**src/rtl/coeff_replay_fifo.sv**
```systemverilog
// Coefficient FIFO with a replay mark: words read since the last commit stay
// resident and can be re-read by rewinding the read pointer to the mark.
module coeff_replay_fifo #(
  parameter int                  DATA_W   = 32,
  parameter int                  ADDR_W   = 4,
  parameter logic [DATA_W-1:0]   MARKER   = 32'h7F90_0000,
  parameter int                  AFULL_TH = (1 << ADDR_W) - 2
) (
  input  logic              clk_i,
  input  logic              rstn_i,
  input  logic              wr_en_i,
  input  logic [DATA_W-1:0] data_i,
  input  logic              rd_en_i,
  input  logic              redo_i,
  input  logic              commit_i,
  output logic [DATA_W-1:0] data_o,
  output logic              valid_o,
  output logic              start_o,
  output logic              full_o,
  output logic              afull_o,
  output logic              empty_o,
  output logic [ADDR_W:0]   count_o,
  output logic              ovf_o,
  output logic              udf_o
);

  localparam int              DEPTH   = 1 << ADDR_W;
  localparam int              PW      = ADDR_W + 1;
  localparam logic [PW-1:0]   DEPTH_V = PW'(DEPTH);
  localparam logic [PW-1:0]   AFULL_V = PW'(AFULL_TH);

  logic [DATA_W-1:0] r_mem [DEPTH];
  logic [PW-1:0]     r_wr_ptr, r_rd_ptr, r_mark;
  logic [DATA_W-1:0] r_data;
  logic              r_valid, r_start, r_ovf, r_udf;

  logic [PW-1:0] w_occ, w_rd_next, w_mark_next;
  logic          w_full, w_empty, w_is_marker;
  logic          w_wr_acc, w_rd_acc, w_ovf_ev, w_udf_ev;

  // Occupancy is measured from the mark, so consumed-but-uncommitted words
  // still hold their slots; the wrap bit distinguishes full from empty.
  always_comb begin
    w_occ       = r_wr_ptr - r_mark;
    w_full      = (w_occ == DEPTH_V);
    w_empty     = (r_wr_ptr == r_rd_ptr);
    w_is_marker = (data_i == MARKER);

    w_wr_acc = wr_en_i && !w_full && !w_is_marker;
    w_ovf_ev = wr_en_i &&  w_full && !w_is_marker;
    w_rd_acc = rd_en_i && !w_empty && !redo_i;
    w_udf_ev = rd_en_i &&  w_empty && !redo_i;

    // Replay wins over both read and commit in the same cycle.
    if (redo_i) begin
      w_rd_next   = r_mark;
      w_mark_next = r_mark;
    end else begin
      w_rd_next   = r_rd_ptr + PW'(w_rd_acc);
      w_mark_next = commit_i ? w_rd_next : r_mark;
    end
  end

  // NOTE: sequential state uses non-blocking assignments so every register
  // samples the pre-edge values regardless of statement order.
  always_ff @(posedge clk_i or negedge rstn_i) begin
    if (!rstn_i) begin
      r_wr_ptr <= '0;
      r_rd_ptr <= '0;
      r_mark   <= '0;
      r_data   <= '0;
      r_valid  <= 1'b0;
      r_start  <= 1'b0;
      r_ovf    <= 1'b0;
      r_udf    <= 1'b0;
    end else begin
      if (w_wr_acc) r_wr_ptr <= r_wr_ptr + PW'(1);
      r_rd_ptr <= w_rd_next;
      r_mark   <= w_mark_next;
      if (w_rd_acc) r_data <= r_mem[r_rd_ptr[ADDR_W-1:0]];
      r_valid  <= w_rd_acc;
      r_start  <= wr_en_i && w_is_marker;
      if (w_ovf_ev) r_ovf <= 1'b1;
      if (w_udf_ev) r_udf <= 1'b1;
    end
  end

  // NOTE: storage has no reset; the pointers alone define which words are
  // live, and a resettable array would cost a flop-based memory.
  always_ff @(posedge clk_i) begin
    if (w_wr_acc) r_mem[r_wr_ptr[ADDR_W-1:0]] <= data_i;
  end

  assign data_o  = r_data;
  assign valid_o = r_valid;
  assign start_o = r_start;
  assign full_o  = w_full;
  assign afull_o = (w_occ >= AFULL_V);
  assign empty_o = w_empty;
  assign count_o = r_wr_ptr - r_rd_ptr;
  assign ovf_o   = r_ovf;
  assign udf_o   = r_udf;

endmodule

```
**config.mk**
```make
export PLATFORM = sky130hd
export DESIGN_NAME = coeff_replay_fifo
export DESIGN_NICKNAME = d
export VERILOG_FILES = /design/src/rtl/coeff_replay_fifo.sv
export SDC_FILE = /design/constraint.sdc
export NUM_CORES = 1
export LEC_CHECK = 0
export ABC_AREA = 1
export ABC_CLOCK_PERIOD_IN_PS = 3400
export CORE_ASPECT_RATIO = 2
export CORE_MARGIN = 4
export CORE_UTILIZATION = 44
export DETAILED_ROUTE_END_ITERATION = 16
export GPL_TIMING_DRIVEN = 0
export HOLD_SLACK_MARGIN = 0.03
export PLACE_DENSITY_LB_ADDON = 0.05
export SLEW_MARGIN = 20
export SYNTH_ARGS = -nofsm -noshare
export SYNTH_HDL_FRONTEND = slang
export SYNTH_SLANG_ARGS = --single-unit
```
**constraint.sdc**
```tcl
create_clock -name clk_i -period 3.4 [get_ports clk_i]
set_input_delay 1.02 -clock clk_i [delete_from_list [all_inputs] [get_ports clk_i]]
set_output_delay 1.02 -clock clk_i [all_outputs]
set_load 0.005 [all_outputs]
```
==> reports/metrics.csv, run 1 <==
metric,value,unit
area of the mapped netlist,23270,sq um
CP required,3.70,ns
worst setup margin,0.03528,ns
Setup crit end kind,register,
fin area,27820,sq um
Num CTS Buffers,50,
share of cells above drive strength 1,0.1342,
Total Routing Usage GR,0.2562,
Core Area,52560,sq um
DR DRC count,0,
vias in the first global route,15840,
CP top delay family,buffers and inverters,
power per cell area,820.9,nW/um^2
die span in y,333.2,microns
Die X,170.6,microns
Setup TNS,0,ns
Hold Buf Count CTS,0,
Slew Limit Fails,0,
antenna-violating nets left,0,
worst-margin pin slew,0.9375,ns
Max H-tree Level,2,
Worst Setup Path Type,in2reg,
vias post-DR,16060,
Switching Power,8.196,mW
vias per cell,5.468,
number of synthesized flops with an enable pin,512,
Clock transition at path regs,0.07,ns
most common cell in the netlist,nand2_1,
io pins,82,
Clk pwr share,0.252,
Syn. warnings,0,
Pint,14.65,mW
Commonest cells post-synth,"nand2_1 (826), edfxtp_1 (512), nand3_1 (395)",
Placed Area,25530,sq um
mean post-synth cell area,11.48,sq um
WL final,73.19,mm
Final Cycle Share,0.9896,
wire length per cell,24.91,microns
Sequential Power Share,0.381,
# Max-Cap Violations,0,
# rows,119,
clock root buffer,clkbuf_16,
worst hold path class,in2async,
initial DRC count,1352,
dpl hpwl,49.14,mm
"FFs w/ async S/R, synth",0.09059,
"slowest stage delay, CP",0.76,ns
first-pass GRT wire length,105.6,mm
Post-Syn Instances,2027,
CTS max path bufs,3,
antenna violations before repair,0,
worst path bufs/invs,4,
1st-pass router iterations,5,
port bufs,81,
starting density of the core,0.4427,
number of synthesized register bits,563,
largest net degree at the start of global routing,31,
Worst Path Arrival,3.67,ns
CP Launch Type,input pin,
setup repair after global routing missed its margin,true,
synth top area cells,"edfxtp_1 (66%), nand2_1 (13%), nand3_1 (8.5%)",
Main synth FF type,edfxtp_1,
Comb pwr share,0.366,
Layout Nets,2286,
CTS sink cnt,563,
Syn-to-layout area delta,19.57,%
slew margin rel.,0.3750,
"Min Clock Period, post-route",3.365,ns
Critical Path Slowest Stage Cell,clkdlybuf4s50_1,
worst ir drop on vdd,918.2,uV
Worst Skew,0.01887,ns
max frequency,0.2972,GHz
GPL Wtd Cong,0.8236,
full die area,56850,sq um
status,"complete, no violations",
worst skew pair latency,0.60,ns
CTS tree,done,
Unique masters post-synth,31,
Synth area leader,edfxtp_1,
switch share,0.3588,
Fin. Hold Viols,0,
Pleak,10.70,nW
worst-path cell chain,"clkdlybuf4s50_1, nand4_1, nor2_1, nand2_1, nor2_1, nor2_4, nand2_4, buf_4, nor2_4, buf_12, buf_16",
"Seq/Total Area, Yosys",0.7156,
peak fanout along the critical path,17,
final setup fails,0,
Syn Nets,2081,
post-place setup slack,-1.146,ns
ant diodes,0,
share of the synthesized area in the top cell type,0.6607,
Overflow after GRT,0,
-- final timing paths --
check	from	endpoint	slack, ns	depth (start not counted)
setup / recovery	data_i[30]	r_mem[11][11]	0.04	11
hold / removal	rstn_i	r_wr_ptr[3]	0.35	1
setup reg to reg	r_rd_ptr[3]	udf_o	0.11	22
hold reg to reg	ovf_o	ovf_o	0.46	2
max in group asynchronous	rstn_i	r_rd_ptr[3]	2.50	2
min in group clk_i	ovf_o	ovf_o	0.46	2
-- cell families (layout without fill, tap and decap cells) --
kind of cell / after synthesis / count (layout) / share of synthesized area
buffers and inverters: 147 / 393 / 0.03775
adders and majority gates: 16 / 16 / 0.009248
and+or+nand+nor: 1271 / 1271 / 0.2288
DFF: 563 / 563 / 0.7156
AOI/OAI and AO/OA: 18 / 18 / 0.004087
xor gates and xnor gates: 12 / 12 / 0.004517
-- sequential cells by signal (all words and copies together) (netlist names) --
name / flops
r_mem: 512
data_o: 32
r_mark: 5
r_rd_ptr: 5
r_wr_ptr: 5
ovf_o: 1
start_o: 1
udf_o: 1
valid_o: 1
-- stage by stage --
step	utilization	total power [mW]	instances	hold slack, ns
2_1_floorplan	-	13.20	2027	0.4568
3_3_place_gp	0.4743	16.34	2773	0.4483
3_5_place_dp	0.4857	16.66	2796	0.4560
4_1_cts	0.5278	22.86	2932	0.3486
5_1_grt	0.5294	24.01	2938	0.3531
6_report	0.5294	22.84	2938	0.3525
-- worst register-to-register path, stage by stage (launching register included) --
cell and delay (ns):
dfrtp_2 0.43, clkinvlp_4 0.15, buf_12 0.16, ha_4 0.28
nand2_2 0.06, nor2_2 0.12, nand2_2 0.08, buf_6 0.13
buf_4 0.12, buf_4 0.12, buf_4 0.12, buf_4 0.12
buf_4 0.12, buf_4 0.12, buf_4 0.12, buf_4 0.12
buf_4 0.13, buf_6 0.10, buf_4 0.12, buf_4 0.12
buf_4 0.12, buf_4 0.12, o21bai_1 0.12
-- cell type report --
class | count | area [sq um]
Sequential cell | 563 | 16660
Timing Repair Buffer | 157 | 1809
Fill cell | 4552 | 24740
Tap cell | 665 | 832.0
Clock inverter | 29 | 265.3
Buffer | 113 | 789.5
Clock buffer | 64 | 1375
Multi-Input combinational cell | 1317 | 5972
Inverter | 30 | 123.9
-- repair_timing --
item / in CTS / in global routing
pin swaps: 18 / 11
resized for setup: 78 / 18
setup endpoints to repair: 508 / 89
buffers inserted: 45 / 11
-- per-layer routing --
metal	GRT usage	wire length [microns]
met5	0	0
met4	0.1088	3589
met3	0.02728	3720
met2	0.4728	39570
met1	0.2980	26320
-- cells in the final DEF, fill, tap and decap left out, types with 5 or more instances in the layout --
cell type / n
buf_12: 28
buf_16: 6
buf_2: 56
buf_4: 63
buf_6: 24
bufinv_16: 5
clkbuf_1: 18
clkbuf_16: 51
clkbuf_8: 5
clkdlybuf4s50_1: 46
clkinv_1: 14
clkinv_2: 6
dfrtp_1: 46
dfrtp_2: 5
dlygate4sd2_1: 27
dlymetal6s2s_1: 5
edfxtp_1: 512
ha_1: 9
ha_4: 5
inv_1: 21
inv_2: 5
nand2_1: 824
nand2_2: 7
nand3_1: 395
nor2_1: 20
nor2_4: 17
o21ai_0: 10
xnor2_1: 5
xor2_1: 6
-- power groups by stage --
stage | Clock (mW) | Sequential [mW] | Combinational [mW]
after global routing | 6.13 | 8.77 | 9.11
final | 5.76 | 8.71 | 8.37
after CTS | 5.85 | 8.71 | 8.30
after floorplan | 0 | 8.83 | 4.37
after global placement | 0 | 8.90 | 7.44
after detailed placement | 0 | 8.87 | 7.79
Note: power is estimated with default switching activity, not from simulation.
==> run 2, diff against run 1 <==
Settings changed: CORE_ASPECT_RATIO 2 to 1.25, SKIP_LAST_GASP set to 1.
==> run 2 against run 1 <==
Clock skew fell by 0.0022 ns; largest cell class unchanged; clock-buffer cell count up 24; worst setup slack worse by 0.0033 ns.
==> reports/metrics.csv, run 2 (synthesis results as in run 1) <==
metric,value,unit,change
Worst Skew,0.01664,ns,-0.002226 ns
Hold Buf Count CTS,0,,unchanged
setup repair after global routing missed its margin,true,,
# rows,93,,-22%
CTS sink cnt,563,,unchanged
worst skew pair latency,0.62,ns,+0.02 ns
Pleak,10.85,nW,+1.4%
starting density of the core,0.4484,,+0.005647
share of cells above drive strength 1,0.1344,,+0.0001706
die span in y,265.1,microns,-20%
Core Area,51900,sq um,-1.3%
first-pass GRT wire length,104.1,mm,-1.4%
Final Cycle Share,0.9906,,about the same
CP Launch Type,register,,
WL final,72.54,mm,-0.89%
CTS tree,done,,
Num CTS Buffers,57,,+14%
1st-pass router iterations,6,,+1
io pins,82,,unchanged
Total Routing Usage GR,0.2547,,-0.001483
post-place setup slack,-1.065,ns,+0.08074 ns
max frequency,0.2969,GHz,about the same
flop2flop setup slack,0.10,ns,about the same
dpl hpwl,46.72,mm,-4.9%
CP required,2.38,ns,-1.32 ns
CTS max path bufs,3,,unchanged
Overflow after GRT,0,,unchanged
status,"complete, no violations",,
wire length per cell,24.59,microns,-1.3%
port bufs,81,,unchanged
final setup fails,0,,unchanged
power per cell area,817.7,nW/um^2,-0.39%
# Max-Cap Violations,0,,unchanged
slew margin rel.,0.3001,,-0.07487
antenna-violating nets left,0,,unchanged
peak fanout along the critical path,5,,-12
"most common cell after layout, fill and taps aside",nand2_1,,
FF-to-FF path depth,22,,unchanged
vias per cell,5.398,,-1.3%
full die area,56650,sq um,-0.35%
ant diodes,0,,unchanged
worst setup margin,0.03202,ns,-0.003263 ns
worst ir drop on vdd,418.4,uV,-54%
Fin. Hold Viols,0,,unchanged
Clock transition at path regs,0.06,ns,about the same
GPL Wtd Cong,0.8022,,-2.6%
Setup crit end kind,output pin,,
Worst Path Arrival,2.35,ns,-1.32 ns
worst-margin pin slew,1.050,ns,+0.1123 ns
"Min Clock Period, post-route",3.368,ns,+0.003263 ns
antenna violations before repair,0,,unchanged
Worst R2R Start,r_rd_ptr[3],,
"commonest non-fill, non-tap cells in the layout","nand2_1 (825), edfxtp_1 (512), nand3_1 (395), buf_4 (62), clkbuf_16 (58)",,
fill count,4520,,-0.70%
FF-to-FF End,udf_o,,
DR DRC count,0,,unchanged
initial DRC count,1368,,+1.2%
max reg flops,512,,unchanged
Reg area,16660,sq um,unchanged
Die X,213.7,microns,+25%
Max H-tree Level,2,,unchanged
Slew Limit Fails,0,,unchanged
vias post-DR,15930,,-0.87%
Setup TNS,0,ns,unchanged
vias in the first global route,15330,,-3.2%
Worst Setup Path Type,reg2out,,
Multi-input gate area,5937,sq um,-0.59%
Syn-to-layout area delta,20.47,%,
clock root buffer,clkbuf_16,,
largest net degree at the start of global routing,39,,+26%
Layout Nets,2294,,+0.35%
worst hold path class,in2async,,
run 2: metal layers:
layer  wire (microns)  up-vias  track usage  part of all wire
met5                0        -            0                 0
met1            29630     7858       0.3368              0.41
li1                 -     7390            -                 -
met4             2177        0      0.08046             0.030
met2            36350      550       0.4331              0.50
met3             4378      127      0.04117             0.060
run 2: timing repair:
| item | CTS | global route |
|---|---|---|
| buffers inserted | 42 | 9 |
| endpoints found under the setup margin | 453 | 202 |
| pin swaps | 17 | 10 |
| gates resized for setup | 70 | 29 |
| gates cloned | 0 | 0 |
run 2: power breakdown:
part	internal (mW)	total (mW)	switching, mW
sequential	8.42	8.73	0.304
combinational	2.97	8.27	5.30
clock	3.33	5.93	2.60
total	14.7	22.9	8.20
run 2: worst max-delay path: stages, from the launching register on:
cell,delay (ns)
dfrtp_2,0.42
buf_4,0.14
buf_6,0.15
fa_2,0.56
inv_1,0.04
clkdlybuf4s50_1,0.43
run 2: final cells by class:
type                            instances  share of cell area
Buffer                                113             0.02798
Clock buffer                           88             0.05758
Clock inverter                         16            0.004062
Inverter                               30            0.004597
Multi-Input combinational cell       1317              0.2118
Sequential cell                       563              0.5942
Tap cell                              665             0.02968
Timing Repair Buffer                  158             0.07012
run 2: worst max-delay path by stage:
stage           startpoint             to  slack, ns  cells past startpoint
6_report       r_rd_ptr[1]     count_o[1]       0.03                      5
5_1_grt        r_wr_ptr[0]        afull_o      -0.04                     11
3_5_place_dp    data_i[14]    r_mem[7][9]      -1.07                     12
2_1_floorplan   data_i[26]   r_mem[10][0]      -0.15                     10
4_1_cts        r_rd_ptr[2]          udf_o      -0.13                     26
3_3_place_gp    data_i[14]  r_mem[11][13]      -3.65                     10
run 2: through the flow:
step	std cells	util	power [mW]	hold WS [ns]	instance area, sq um
6_report	2950	0.5402	22.92	0.2817	28030
3_3_place_gp	2773	0.4803	16.33	0.4497	24930
2_1_floorplan	2027	-	13.20	0.4568	23280
4_1_cts	2945	0.5383	23.00	0.2527	27940
3_5_place_dp	2801	0.4956	16.66	0.4499	25720
5_1_grt	2950	0.5402	24.16	0.2724	28030
==> run 3, diff against run 2 <==
Settings changed: ABC_CLOCK_PERIOD_IN_PS 3400 to 2900, TNS_END_PERCENT set to 30.
Clock period 3.4 ns to 2.9 ns, I/O delays scaled along.
==> run 3 against run 2 <==
The run now ends with setup timing left; clock skew decreased by 0.0053 ns; die area is the same; first-iteration DRC count fell by 0.88%; combinational power grew 17%; worst setup slack worse by 0.32 ns; critical endpoint is now full_o; largest cell class unchanged; largest power group unchanged.
==> reports/metrics.csv, run 3 (synthesis results as in run 1) <==
metric,value,unit,change
full die area,56650,sq um,unchanged
Die X,213.7,microns,unchanged
Num CTS Buffers,57,,unchanged
CTS sink cnt,563,,unchanged
Tot Pwr,27.62,mW,+20%
post-place setup slack,-1.467,ns,-0.4020 ns
Worst Setup Path Type,reg2out,,
worst-margin pin slew,1.097,ns,+0.04710 ns
antenna-violating nets left,0,,unchanged
max reg flops,512,,unchanged
max frequency,0.3138,GHz,
Total Routing Usage GR,0.2553,,+0.0005915
ant diodes,0,,unchanged
WL final,72.42,mm,-0.17%
# rows,93,,unchanged
Fin. Hold Viols,0,,unchanged
CP top delay family,adder cells,,
CTS max path bufs,3,,unchanged
Worst Path Arrival,2.32,ns,-0.03 ns
final setup fails,6,,+6
worst hold path class,in2async,,
CP required,2.03,ns,-0.35 ns
die span in y,265.1,microns,unchanged
Critical Path Slowest Stage Cell,dfrtp_2,,
1st-pass router iterations,5,,-1
peak fanout along the critical path,3,,-2
vias per cell,5.436,,+0.69%
Max H-tree Level,2,,unchanged
Min Hold Slack,0.1542,ns,-0.1275 ns
fill count,4482,,-0.84%
first-pass GRT wire length,105.2,mm,+1.1%
placed cell count,2797,,-0.14%
Pleak,10.89,nW,+0.38%
# Max-Cap Violations,0,,unchanged
violated checks,setup timing,,
Syn-to-layout area delta,21.36,%,
vias post-DR,15990,,+0.42%
worst-path cell chain,"inv_4, ha_4, inv_2, fa_2, xnor2_2, nand2_1, nor2_2, nand3_4, inv_2, buf_2",,
worst path bufs/invs,4,,unchanged
Reg area,16660,sq um,unchanged
Core Area,51900,sq um,unchanged
DR DRC count,0,,unchanged
Hold Buf Count CTS,0,,unchanged
"most common cell after layout, fill and taps aside",nand2_1,,
GPL Wtd Cong,0.7927,,-1.2%
CTS tree,done,,
final cell count without fillers,2942,,-0.27%
fin area,28240,sq um,+0.74%
share of cells above drive strength 1,0.1449,,+0.01057
vias in the first global route,15610,,+1.8%
antenna violations before repair,0,,unchanged
worst skew pair latency,0.62,ns,about the same
initial DRC count,1356,,-0.88%
"Min Clock Period, post-route",3.187,ns,
power per cell area,977.8,nW/um^2,+20%
io pins,82,,unchanged
"commonest non-fill, non-tap cells in the layout","nand2_1 (824), edfxtp_1 (512), nand3_1 (393), clkbuf_16 (62), buf_2 (61)",,
Layout Nets,2282,,-0.52%
Slew Limit Fails,0,,unchanged
slew margin rel.,0.2687,,-0.03140
setup repair after global routing missed its margin,true,,
Clock transition at path regs,0.06,ns,about the same
wire length per cell,24.61,microns,+0.10%
Final Cycle Share,1.099,,
port bufs,81,,unchanged
starting density of the core,0.4484,,unchanged
Multi-input gate area,6005,sq um,+1.1%
worst ir drop on vdd,521.2,uV,+25%
"slowest stage delay, CP",0.43,ns,-0.13 ns
largest net degree at the start of global routing,35,,-10%
Worst Skew,0.01132,ns,-0.005318 ns
Overflow after GRT,0,,unchanged
Placed Area,25620,sq um,-0.37%
"most used cell, CP",inv_2,,
CP Launch Type,register,,
clock root buffer,clkbuf_16,,
dpl hpwl,46.34,mm,-0.82%
Setup crit end kind,output pin,,
worst setup margin,-0.2871,ns,-0.3191 ns
status,finished with violations,,
[run 3: changes by cell type in the layout (fill, tap and decap cells not counted), sizes merged]
cell	change
dlymetal6s2s	-9
bufinv	+5
clkinv	+2
clkdlybuf4s50	-1
buf	-11
clkbuf	-2
clkinvlp	+2
inv	-1
dlygate4sd2	+7
[run 3: layer usage]
layer | vias up | wire (microns) | share of wire | track usage
li1 | 7369 | - | - | -
met1 | 7849 | 29450 | 0.41 | 0.3488
met2 | 655 | 35220 | 0.49 | 0.4214
met3 | 119 | 5452 | 0.075 | 0.04259
met4 | 0 | 2294 | 0.032 | 0.07977
met5 | - | 0 | 0 | 0
[run 3: power breakdown]
part | internal [mW] | total [mW] | switching [mW]
sequential | 9.87 | 10.2 | 0.344
combinational | 3.45 | 9.68 | 6.23
clock | 4.61 | 7.71 | 3.11
[run 3: final timing paths]
kind	from	endpoint	slack, ns	depth (start not counted)
max	r_wr_ptr[0]	full_o	-0.29	10
min	rstn_i	data_o[11]	0.15	1
max reg2reg	r_wr_ptr[0]	r_mem[14][8]	0.02	16
min reg2reg	ovf_o	ovf_o	0.46	2
max in group asynchronous	rstn_i	r_rd_ptr[3]	2.21	2
min in group clk_i	ovf_o	ovf_o	0.46	2
[run 3: timing repair]
item                                    in CTS  in global routing
gates cloned                                 0                  1
endpoints found under the setup margin     563                472
buffers inserted                            31                 12
pin swaps                                   27                  7
resized for setup                          104                 28
[run 3: layout make-up]
type,instances,share of cell area
clock inverter,24,0.009880
sequential,563,0.5898
clock buffer,84,0.06056
buffer,112,0.02782
multi-input combinational,1317,0.2126
tap,665,0.02946
inverter,30,0.004652
timing repair buffer,147,0.06517
[run 3: through the flow]
| stage | utilization | setup TNS (ns) |
|---|---|---|
| 2_1_floorplan | - | -54.86 |
| 3_3_place_gp | 0.4808 | -1309.93 |
| 3_5_place_dp | 0.4937 | -640.77 |
| 4_1_cts | 0.5411 | -6.379 |
| 5_1_grt | 0.5442 | -3.786 |
| 6_report | 0.5442 | -0.8825 |
[run 3: worst register-to-register path, delay by kind of cell, from the launching register on]
family / cells / cell delay, ns
adder cells (fa/ha/maj): 2 / 0.52
buffers and inverters: 7 / 0.89
flip-flops: 1 / 0.43
AND/OR/NAND/NOR: 7 / 0.72
